## src/rtl/aes_job_arbiter_if.sv

```systemverilog
// aes_job_arbiter_if: job inputs, controller stream/result paths and status of aes_job_arbiter
interface aes_job_arbiter_if #(
  parameter int DATA_W = 128,
  parameter int CMD_W  = 32,
  parameter int CNT_W  = 16
);
  logic [DATA_W-1:0] s0_tdata, s1_tdata, m_tdata, r_tdata, o0_tdata, o1_tdata;
  logic s0_tvalid, s0_tready, s0_tlast, s1_tvalid, s1_tready, s1_tlast;
  logic [CMD_W-1:0] s0_cmd, s1_cmd, m_cmd;
  logic m_tvalid, m_tready, m_tlast;
  logic r_tvalid, r_tready, done_i;
  logic o0_tvalid, o0_tready, o1_tvalid, o1_tready;
  logic [CNT_W-1:0] jobs_done0, jobs_done1;
  logic owner, busy, timeout_err;
  modport slave (
    input  s0_tdata, s0_tvalid, s0_tlast, s0_cmd, s1_tdata, s1_tvalid, s1_tlast, s1_cmd,
    input  m_tready, r_tdata, r_tvalid, done_i, o0_tready, o1_tready,
    output s0_tready, s1_tready, m_tdata, m_tvalid, m_tlast, m_cmd, r_tready,
    output o0_tdata, o0_tvalid, o1_tdata, o1_tvalid, jobs_done0, jobs_done1, owner, busy, timeout_err
  );
  modport master (
    output s0_tdata, s0_tvalid, s0_tlast, s0_cmd, s1_tdata, s1_tvalid, s1_tlast, s1_cmd,
    output m_tready, r_tdata, r_tvalid, done_i, o0_tready, o1_tready,
    input  s0_tready, s1_tready, m_tdata, m_tvalid, m_tlast, m_cmd, r_tready,
    input  o0_tdata, o0_tvalid, o1_tdata, o1_tvalid, jobs_done0, jobs_done1, owner, busy, timeout_err
  );
endinterface

```

## src/rtl/aes_job_arbiter.sv

```systemverilog
// aes_job_arbiter: round-robin whole-job arbiter sharing one AES controller; AES_ARB_TIMEOUT_EN adds a DRAIN watchdog
module aes_job_arbiter #(
  parameter int DATA_W      = 128,
  parameter int CMD_W       = 32,
  parameter int CNT_W       = 16,
  parameter int TIMEOUT_CYC = 4096
) (
  input logic clk,
  input logic reset,
  aes_job_arbiter_if.slave bus
);
  localparam logic [1:0] IDLE = 2'd0, FWD = 2'd1, DRAIN = 2'd2;
  logic [1:0] state;
  logic owner, rr_ptr, done_q, done_seen;
  logic [CMD_W-1:0] cmd;
  logic [CNT_W-1:0] jobs0, jobs1;
  logic fwd, act, grant, done_rise, last_hs, done_exit, expire;
  always_comb begin
    fwd = state == FWD;
    act = state != IDLE;
    grant = (rr_ptr ? bus.s1_tvalid : bus.s0_tvalid) ? rr_ptr : ~rr_ptr;
    done_rise = bus.done_i & ~done_q;
    last_hs = bus.m_tvalid & bus.m_tready & bus.m_tlast;
    done_exit = state == DRAIN && (done_rise || done_seen);
  end
  assign bus.m_tdata = owner ? bus.s1_tdata : bus.s0_tdata;
  assign bus.m_tlast = fwd & (owner ? bus.s1_tlast : bus.s0_tlast);
  assign bus.m_tvalid = fwd & (owner ? bus.s1_tvalid : bus.s0_tvalid);
  assign bus.s0_tready = fwd & ~owner & bus.m_tready;
  assign bus.s1_tready = fwd & owner & bus.m_tready;
  assign bus.m_cmd = cmd;
  assign bus.r_tready = act & (owner ? bus.o1_tready : bus.o0_tready);
  assign bus.o0_tdata = bus.r_tdata;
  assign bus.o1_tdata = bus.r_tdata;
  assign bus.o0_tvalid = act & ~owner & bus.r_tvalid;
  assign bus.o1_tvalid = act & owner & bus.r_tvalid;
  assign bus.jobs_done0 = jobs0;
  assign bus.jobs_done1 = jobs1;
  assign bus.owner = owner;
  assign bus.busy = act;
`ifdef AES_ARB_TIMEOUT_EN
  localparam int TO_W = $clog2(TIMEOUT_CYC);
  logic [TO_W-1:0] tmo;
  logic terr;
  assign expire = state == DRAIN && tmo == TO_W'(TIMEOUT_CYC - 1);
  assign bus.timeout_err = terr;
  // Counter sits at zero outside DRAIN, so it is already cleared on entry.
  always_ff @(posedge clk) begin
    tmo <= (reset || state != DRAIN) ? '0 : tmo + 1'b1;
    terr <= !reset && expire && !done_exit;
  end
`else
  logic unused_to;
  assign unused_to = ^TIMEOUT_CYC;
  assign expire = 1'b0;
  assign bus.timeout_err = 1'b0;
`endif
  always_ff @(posedge clk) begin
    if (reset) begin
      state <= IDLE;
      owner <= 1'b0;
      rr_ptr <= 1'b0;
      cmd <= '0;
      jobs0 <= '0;
      jobs1 <= '0;
      done_q <= 1'b0;
      done_seen <= 1'b0;
    end else begin
      done_q <= bus.done_i;
      if (state == IDLE && (bus.s0_tvalid || bus.s1_tvalid)) begin
        state <= FWD;
        owner <= grant;
        cmd <= grant ? bus.s1_cmd : bus.s0_cmd;
        done_seen <= 1'b0;
      end
      if (fwd) begin
        if (done_rise) done_seen <= 1'b1;
        if (last_hs) state <= DRAIN;
      end
      if (done_exit) begin
        state <= IDLE;
        rr_ptr <= ~owner;
        if (owner) jobs1 <= jobs1 + 1'b1;
        else jobs0 <= jobs0 + 1'b1;
      end else if (expire) begin
        state <= IDLE;
        rr_ptr <= ~owner;
      end
    end
  end
endmodule
```

## src/flat_wrapper.sv

```systemverilog
// flat-port wrapper written by rule: the top's interface ports become plain ports
module aes_job_arbiter_flat 
#(
  parameter int DATA_W      = 128,
  parameter int CMD_W       = 32,
  parameter int CNT_W       = 16,
  parameter int TIMEOUT_CYC = 4096
)
  (clk, reset, bus_s0_tdata, bus_s0_tvalid, bus_s0_tlast, bus_s0_cmd, bus_s1_tdata, bus_s1_tvalid, bus_s1_tlast, bus_s1_cmd, bus_m_tready, bus_r_tdata, bus_r_tvalid, bus_done_i, bus_o0_tready, bus_o1_tready, bus_s0_tready, bus_s1_tready, bus_m_tdata, bus_m_tvalid, bus_m_tlast, bus_m_cmd, bus_r_tready, bus_o0_tdata, bus_o0_tvalid, bus_o1_tdata, bus_o1_tvalid, bus_jobs_done0, bus_jobs_done1, bus_owner, bus_busy, bus_timeout_err);
  aes_job_arbiter_if #(.DATA_W(DATA_W), .CMD_W(CMD_W), .CNT_W(CNT_W)) bus_i ();
  input logic clk;
  input logic reset;
  input wire logic [$bits(bus_i.s0_tdata)-1:0] bus_s0_tdata;
  input wire logic [$bits(bus_i.s0_tvalid)-1:0] bus_s0_tvalid;
  input wire logic [$bits(bus_i.s0_tlast)-1:0] bus_s0_tlast;
  input wire logic [$bits(bus_i.s0_cmd)-1:0] bus_s0_cmd;
  input wire logic [$bits(bus_i.s1_tdata)-1:0] bus_s1_tdata;
  input wire logic [$bits(bus_i.s1_tvalid)-1:0] bus_s1_tvalid;
  input wire logic [$bits(bus_i.s1_tlast)-1:0] bus_s1_tlast;
  input wire logic [$bits(bus_i.s1_cmd)-1:0] bus_s1_cmd;
  input wire logic [$bits(bus_i.m_tready)-1:0] bus_m_tready;
  input wire logic [$bits(bus_i.r_tdata)-1:0] bus_r_tdata;
  input wire logic [$bits(bus_i.r_tvalid)-1:0] bus_r_tvalid;
  input wire logic [$bits(bus_i.done_i)-1:0] bus_done_i;
  input wire logic [$bits(bus_i.o0_tready)-1:0] bus_o0_tready;
  input wire logic [$bits(bus_i.o1_tready)-1:0] bus_o1_tready;
  output wire logic [$bits(bus_i.s0_tready)-1:0] bus_s0_tready;
  output wire logic [$bits(bus_i.s1_tready)-1:0] bus_s1_tready;
  output wire logic [$bits(bus_i.m_tdata)-1:0] bus_m_tdata;
  output wire logic [$bits(bus_i.m_tvalid)-1:0] bus_m_tvalid;
  output wire logic [$bits(bus_i.m_tlast)-1:0] bus_m_tlast;
  output wire logic [$bits(bus_i.m_cmd)-1:0] bus_m_cmd;
  output wire logic [$bits(bus_i.r_tready)-1:0] bus_r_tready;
  output wire logic [$bits(bus_i.o0_tdata)-1:0] bus_o0_tdata;
  output wire logic [$bits(bus_i.o0_tvalid)-1:0] bus_o0_tvalid;
  output wire logic [$bits(bus_i.o1_tdata)-1:0] bus_o1_tdata;
  output wire logic [$bits(bus_i.o1_tvalid)-1:0] bus_o1_tvalid;
  output wire logic [$bits(bus_i.jobs_done0)-1:0] bus_jobs_done0;
  output wire logic [$bits(bus_i.jobs_done1)-1:0] bus_jobs_done1;
  output wire logic [$bits(bus_i.owner)-1:0] bus_owner;
  output wire logic [$bits(bus_i.busy)-1:0] bus_busy;
  output wire logic [$bits(bus_i.timeout_err)-1:0] bus_timeout_err;
  assign bus_i.s0_tdata = bus_s0_tdata;
  assign bus_i.s0_tvalid = bus_s0_tvalid;
  assign bus_i.s0_tlast = bus_s0_tlast;
  assign bus_i.s0_cmd = bus_s0_cmd;
  assign bus_i.s1_tdata = bus_s1_tdata;
  assign bus_i.s1_tvalid = bus_s1_tvalid;
  assign bus_i.s1_tlast = bus_s1_tlast;
  assign bus_i.s1_cmd = bus_s1_cmd;
  assign bus_i.m_tready = bus_m_tready;
  assign bus_i.r_tdata = bus_r_tdata;
  assign bus_i.r_tvalid = bus_r_tvalid;
  assign bus_i.done_i = bus_done_i;
  assign bus_i.o0_tready = bus_o0_tready;
  assign bus_i.o1_tready = bus_o1_tready;
  assign bus_s0_tready = bus_i.s0_tready;
  assign bus_s1_tready = bus_i.s1_tready;
  assign bus_m_tdata = bus_i.m_tdata;
  assign bus_m_tvalid = bus_i.m_tvalid;
  assign bus_m_tlast = bus_i.m_tlast;
  assign bus_m_cmd = bus_i.m_cmd;
  assign bus_r_tready = bus_i.r_tready;
  assign bus_o0_tdata = bus_i.o0_tdata;
  assign bus_o0_tvalid = bus_i.o0_tvalid;
  assign bus_o1_tdata = bus_i.o1_tdata;
  assign bus_o1_tvalid = bus_i.o1_tvalid;
  assign bus_jobs_done0 = bus_i.jobs_done0;
  assign bus_jobs_done1 = bus_i.jobs_done1;
  assign bus_owner = bus_i.owner;
  assign bus_busy = bus_i.busy;
  assign bus_timeout_err = bus_i.timeout_err;
  aes_job_arbiter #(.DATA_W(DATA_W), .CMD_W(CMD_W), .CNT_W(CNT_W), .TIMEOUT_CYC(TIMEOUT_CYC)) u_core (.clk(clk), .reset(reset), .bus(bus_i));
endmodule
```

## config.mk

```make
export PLATFORM = sky130hd
export DESIGN_NAME = aes_job_arbiter_flat
export DESIGN_NICKNAME = d
export VERILOG_FILES = /design/src/rtl/aes_job_arbiter_if.sv /design/src/rtl/aes_job_arbiter.sv /design/src/flat_wrapper.sv
export SDC_FILE = /design/constraint.sdc
export NUM_CORES = 1
export LEC_CHECK = 0
export ABC_AREA = 1
export CORE_AREA = 2 2 355 357
export CTS_BUF_LIST = sky130_fd_sc_hd__clkbuf_16
export CTS_CLUSTER_DIAMETER = 50
export CTS_CLUSTER_SIZE = 16
export DETAILED_ROUTE_END_ITERATION = 10
export DIE_AREA = 0 0 357 359
export DONT_BUFFER_PORTS = 1
export PLACE_DENSITY = 0.3
export SYNTH_ARGS = -nofsm -noshare
export SYNTH_HDL_FRONTEND = slang
export SYNTH_SLANG_ARGS = --single-unit
export TNS_END_PERCENT = 10
```

## constraint.sdc

```tcl
create_clock -name clk -period 1.7 [get_ports clk]
set_clock_uncertainty 0.15 [all_clocks]
set_input_delay 0.255 -clock clk [delete_from_list [all_inputs] [get_ports clk]]
set_output_delay 0.255 -clock clk [all_outputs]
set_load 0.005 [all_outputs]
```

==> impl_metrics.csv <==
group,metric,value,unit
status,outcome,"finished, violations left",
status,violations,"negative setup slack",
routing,drt_iter0_markers,382,
timing,maxSlewHeadroom,42.5,%
pwr,swShare,39.5,%
pwr,power.share.clock,32.4,%
pwr,p_seq_share,26.7,%
floorplan,initial_core_util,5.55,%
timing,max_freq,500,MHz
worst_hold_path,hp-start,"bus_s1_cmd[9]",
global_route,grt-ovfl-total,0,
floorplan,fp.dieArea,0.128,mm²
routing,dr.pass1.iters,5,
floorplan,io_pins,917,
critical_path,critPathLaunchType,"flip-flop",
clock_tree,cts_buffer_depth,2,
global_route,grt_pass1_vias,7081,
timing,fin_crit_sh,118,%
floorplan,core,0.125,mm²
timing,setup_tns,-24790,ps
global_route,grt_pass1_wl,94000,µm
routing,routed_via_density,2.67,
global_route,antenna_found_initial,56,
job,cap_violations,0,
synth,syn_area,0.00692,mm²
floorplan,die_h,359,µm
pwr,peakVddDrop,0.455,mV
timing,drv_slew,0,
synth,synth-seq-cells,70,
pwr,finalPower,6.96,mW
clock_tree,numCtsBuffers,9,
synth,async_flop_share,0,%
clock_tree,htree_num_levels,3,
timing,final-hold-violation-count,0,
layout,n_fill_cell,14800,
synth,synth_edf_count,0,
critical_path,cp.arrival,1600,ps
critical_path,endpoint_kind,"primary output",
synth,synth-seq-area-share,20.3,%
timing,setup_viol,135,
floorplan,die_w,357,µm
placed_design,routabilityCongestion,0.861,
routing,drc_errors,0,
synth,yosys_warnings,0,
placed_design,portBuffers,0,
timing,tightest_slew,860,ps
placed_design,hpwlAfterDp,70600,µm
critical_path,worst-endpoint-required,1290,ps
clock_tree,cts_root_buf,"clkbuf_16",
pwr,power_density,712,mW/mm²
critical_path,crit_type,"reg -> out",
layout,area_delta_synth_final,41.2,%
floorplan,rows,130,
routing,antenna_left,0,
pwr,combPwrFrac,40.8,%
pwr,power_leakage,3.88,nW
global_route,gr-usage-all-layers,11.8,%
clock_tree,cts_tree,"yes",
clock_tree,clkSinkCount,70,
layout,post-route-util,7.84,%
synth,postSynthAreaPerCell,5.88,µm²
clock_tree,clk_latency,360,ps
worst_hold_path,hold_path_class,"in -> reg",
timing,final.min_clock_period,2000,ps
placed_design,place_worst_setup_slack,-208,ps
synth,synth_nets,1638,
pwr,switchingPower,2.75,mW
timing,hold_ws,18.3,ps
routing,wirelength,79300,µm
critical_path,crit_start,"u_core.bus.owner",
synth,synth_cells,1177,
synth,ys.flop_type,"dfxtp_1",
critical_path,critPathMaxFanout,7,
timing,grt_setup_unrepaired,"yes",
routing,route.detailed.wl_per_inst,29.4,µm
layout,drive_gt1_share,27.1,%
routing,vias,7208,
critical_path,r2r_start,"u_core.bus.owner",
timing,setup_ws,-301,ps
pwr,p_int,4.21,mW
global_route,grt_max_degree,53,
clock_tree,clkTransAtPathRegs,70,ps
layout,fin_nets,1495,
synth,synth.distinct_cells,28,
[cells in the final DEF, fill, tap and decap left out, types with 3 or more instances in the layout]
cell type and n:
nand2_4 25, buf_16 9, nand2_1 410, clkbuf_16 9
nor2_4 3, nand2_8 6, dfxtp_1 66, nor2_1 52
dfxtp_2 3, nand2_2 87, buf_12 42, nand3_1 54
buf_4 57, inv_1 56, nor3_1 14, diode_2 12
inv_2 6, o211ai_1 32, a21oi_1 23, buf_6 10
dlygate4sd3_1 33, nor2_2 5, o21ai_0 3
[synthesized netlist by cell type (4+ instances only)]
cell	n	area, µm²
clkbuf_1	20	75.1
buf_6	5	56.3
inv_2	4	15.0
dfxtp_1	70	1400
buf_1	6	22.5
nor2_1	56	210
nand2_1	528	1980
a21oi_1	24	120
nor3_1	16	80.1
inv_1	58	218
nand3_1	54	270
o211ai_1	32	240
buf_2	20	100
o21ai_0	5	25.0
buf_4	257	1930
[cells by family after synthesis]
group	count (synthesis)	synth area share [%]
buf+inv	372	35.0
xor+xnor	2	0.253
compound gates	63	5.81
fa+ha+maj	2	0.362
other cells	1	0.0542
simple gates	667	38.2
flops	70	20.3
[stage by stage]
stage	std cells	instance area [µm²]
2_1_floorplan	1177	6920
3_3_place_gp	2626	8130
3_5_place_dp	2626	8130
4_1_cts	2686	9480
5_1_grt	2699	9770
6_report	2701	9770
[worst paths after layout]
path,end,slack (ps),cells past startpoint
worst min register to register,u_core.done_seen,340,2
worst max-delay path,bus_m_tdata[10],-300,5
worst max register to register,u_core.state[0],70,9
worst min-delay path,u_core.bus.m_cmd[9],20,4
[power by group through the flow]
| stage | logic [mW] | clock network, mW | registers, mW |
|---|---|---|---|
| 2_1_floorplan | 1.40 | 0 | 1.83 |
| 3_3_place_gp | 2.32 | 0 | 1.90 |
| 3_5_place_dp | 2.33 | 0 | 1.89 |
| 4_1_cts | 2.84 | 2.36 | 1.86 |
| 5_1_grt | 3.10 | 2.41 | 1.87 |
| 6_report | 2.84 | 2.25 | 1.86 |
[flip-flops by register name, indices dropped and copies added (netlist names)]
| name | cells |
|---|---|
| u_core.bus.jobs_done0 | 16 |
| u_core.bus.jobs_done1 | 16 |
| u_core.bus.m_cmd | 32 |
| u_core.bus.owner | 1 |
| u_core.done_q | 1 |
| u_core.done_seen | 1 |
| u_core.rr_ptr | 1 |
| u_core.state | 2 |
[critical path: stages, from the launching register on]
cell     delay, ps
dfxtp_4        420
buf_8          150
buf_12         160
buf_16         170
nand2_1        130
nand2_4        140
[repair_timing]
| action | CTS | global route |
|---|---|---|
| endpoints found under the setup margin | 135 | 150 |
| cloned | 7 | 0 |
| hold endpoints to repair | 36 | 0 |
| hold buffers | 33 | 0 |
| pin swaps | 47 | 22 |
| resized for setup | 131 | 68 |
| setup buffers | 4 | 3 |
[metal layers]
metal / vias to the layer above / global-route usage [%] / routed length (µm)
met3: 177 / 9.04 / 14200
met4: 28 / 4.40 / 3340
met2: 729 / 18.8 / 35200
met5: - / 0.340 / 236
li1: 3097 / - / -
met1: 3177 / 11.5 / 26300
[final cells by class]
cell class / instances / area [µm²] / share of cell area, %
Antenna cell: 12 / 30.0 / 0.307
Clock buffer: 9 / 225 / 2.31
Clock inverter: 7 / 105 / 1.08
Inverter: 64 / 256 / 2.63
Multi-Input combinational cell: 735 / 3660 / 37.4
Sequential cell: 70 / 1410 / 14.4
Tap cell: 1650 / 2060 / 21.1
Timing Repair Buffer: 154 / 2020 / 20.7
Note: power is estimated with default switching activity, not from simulation.
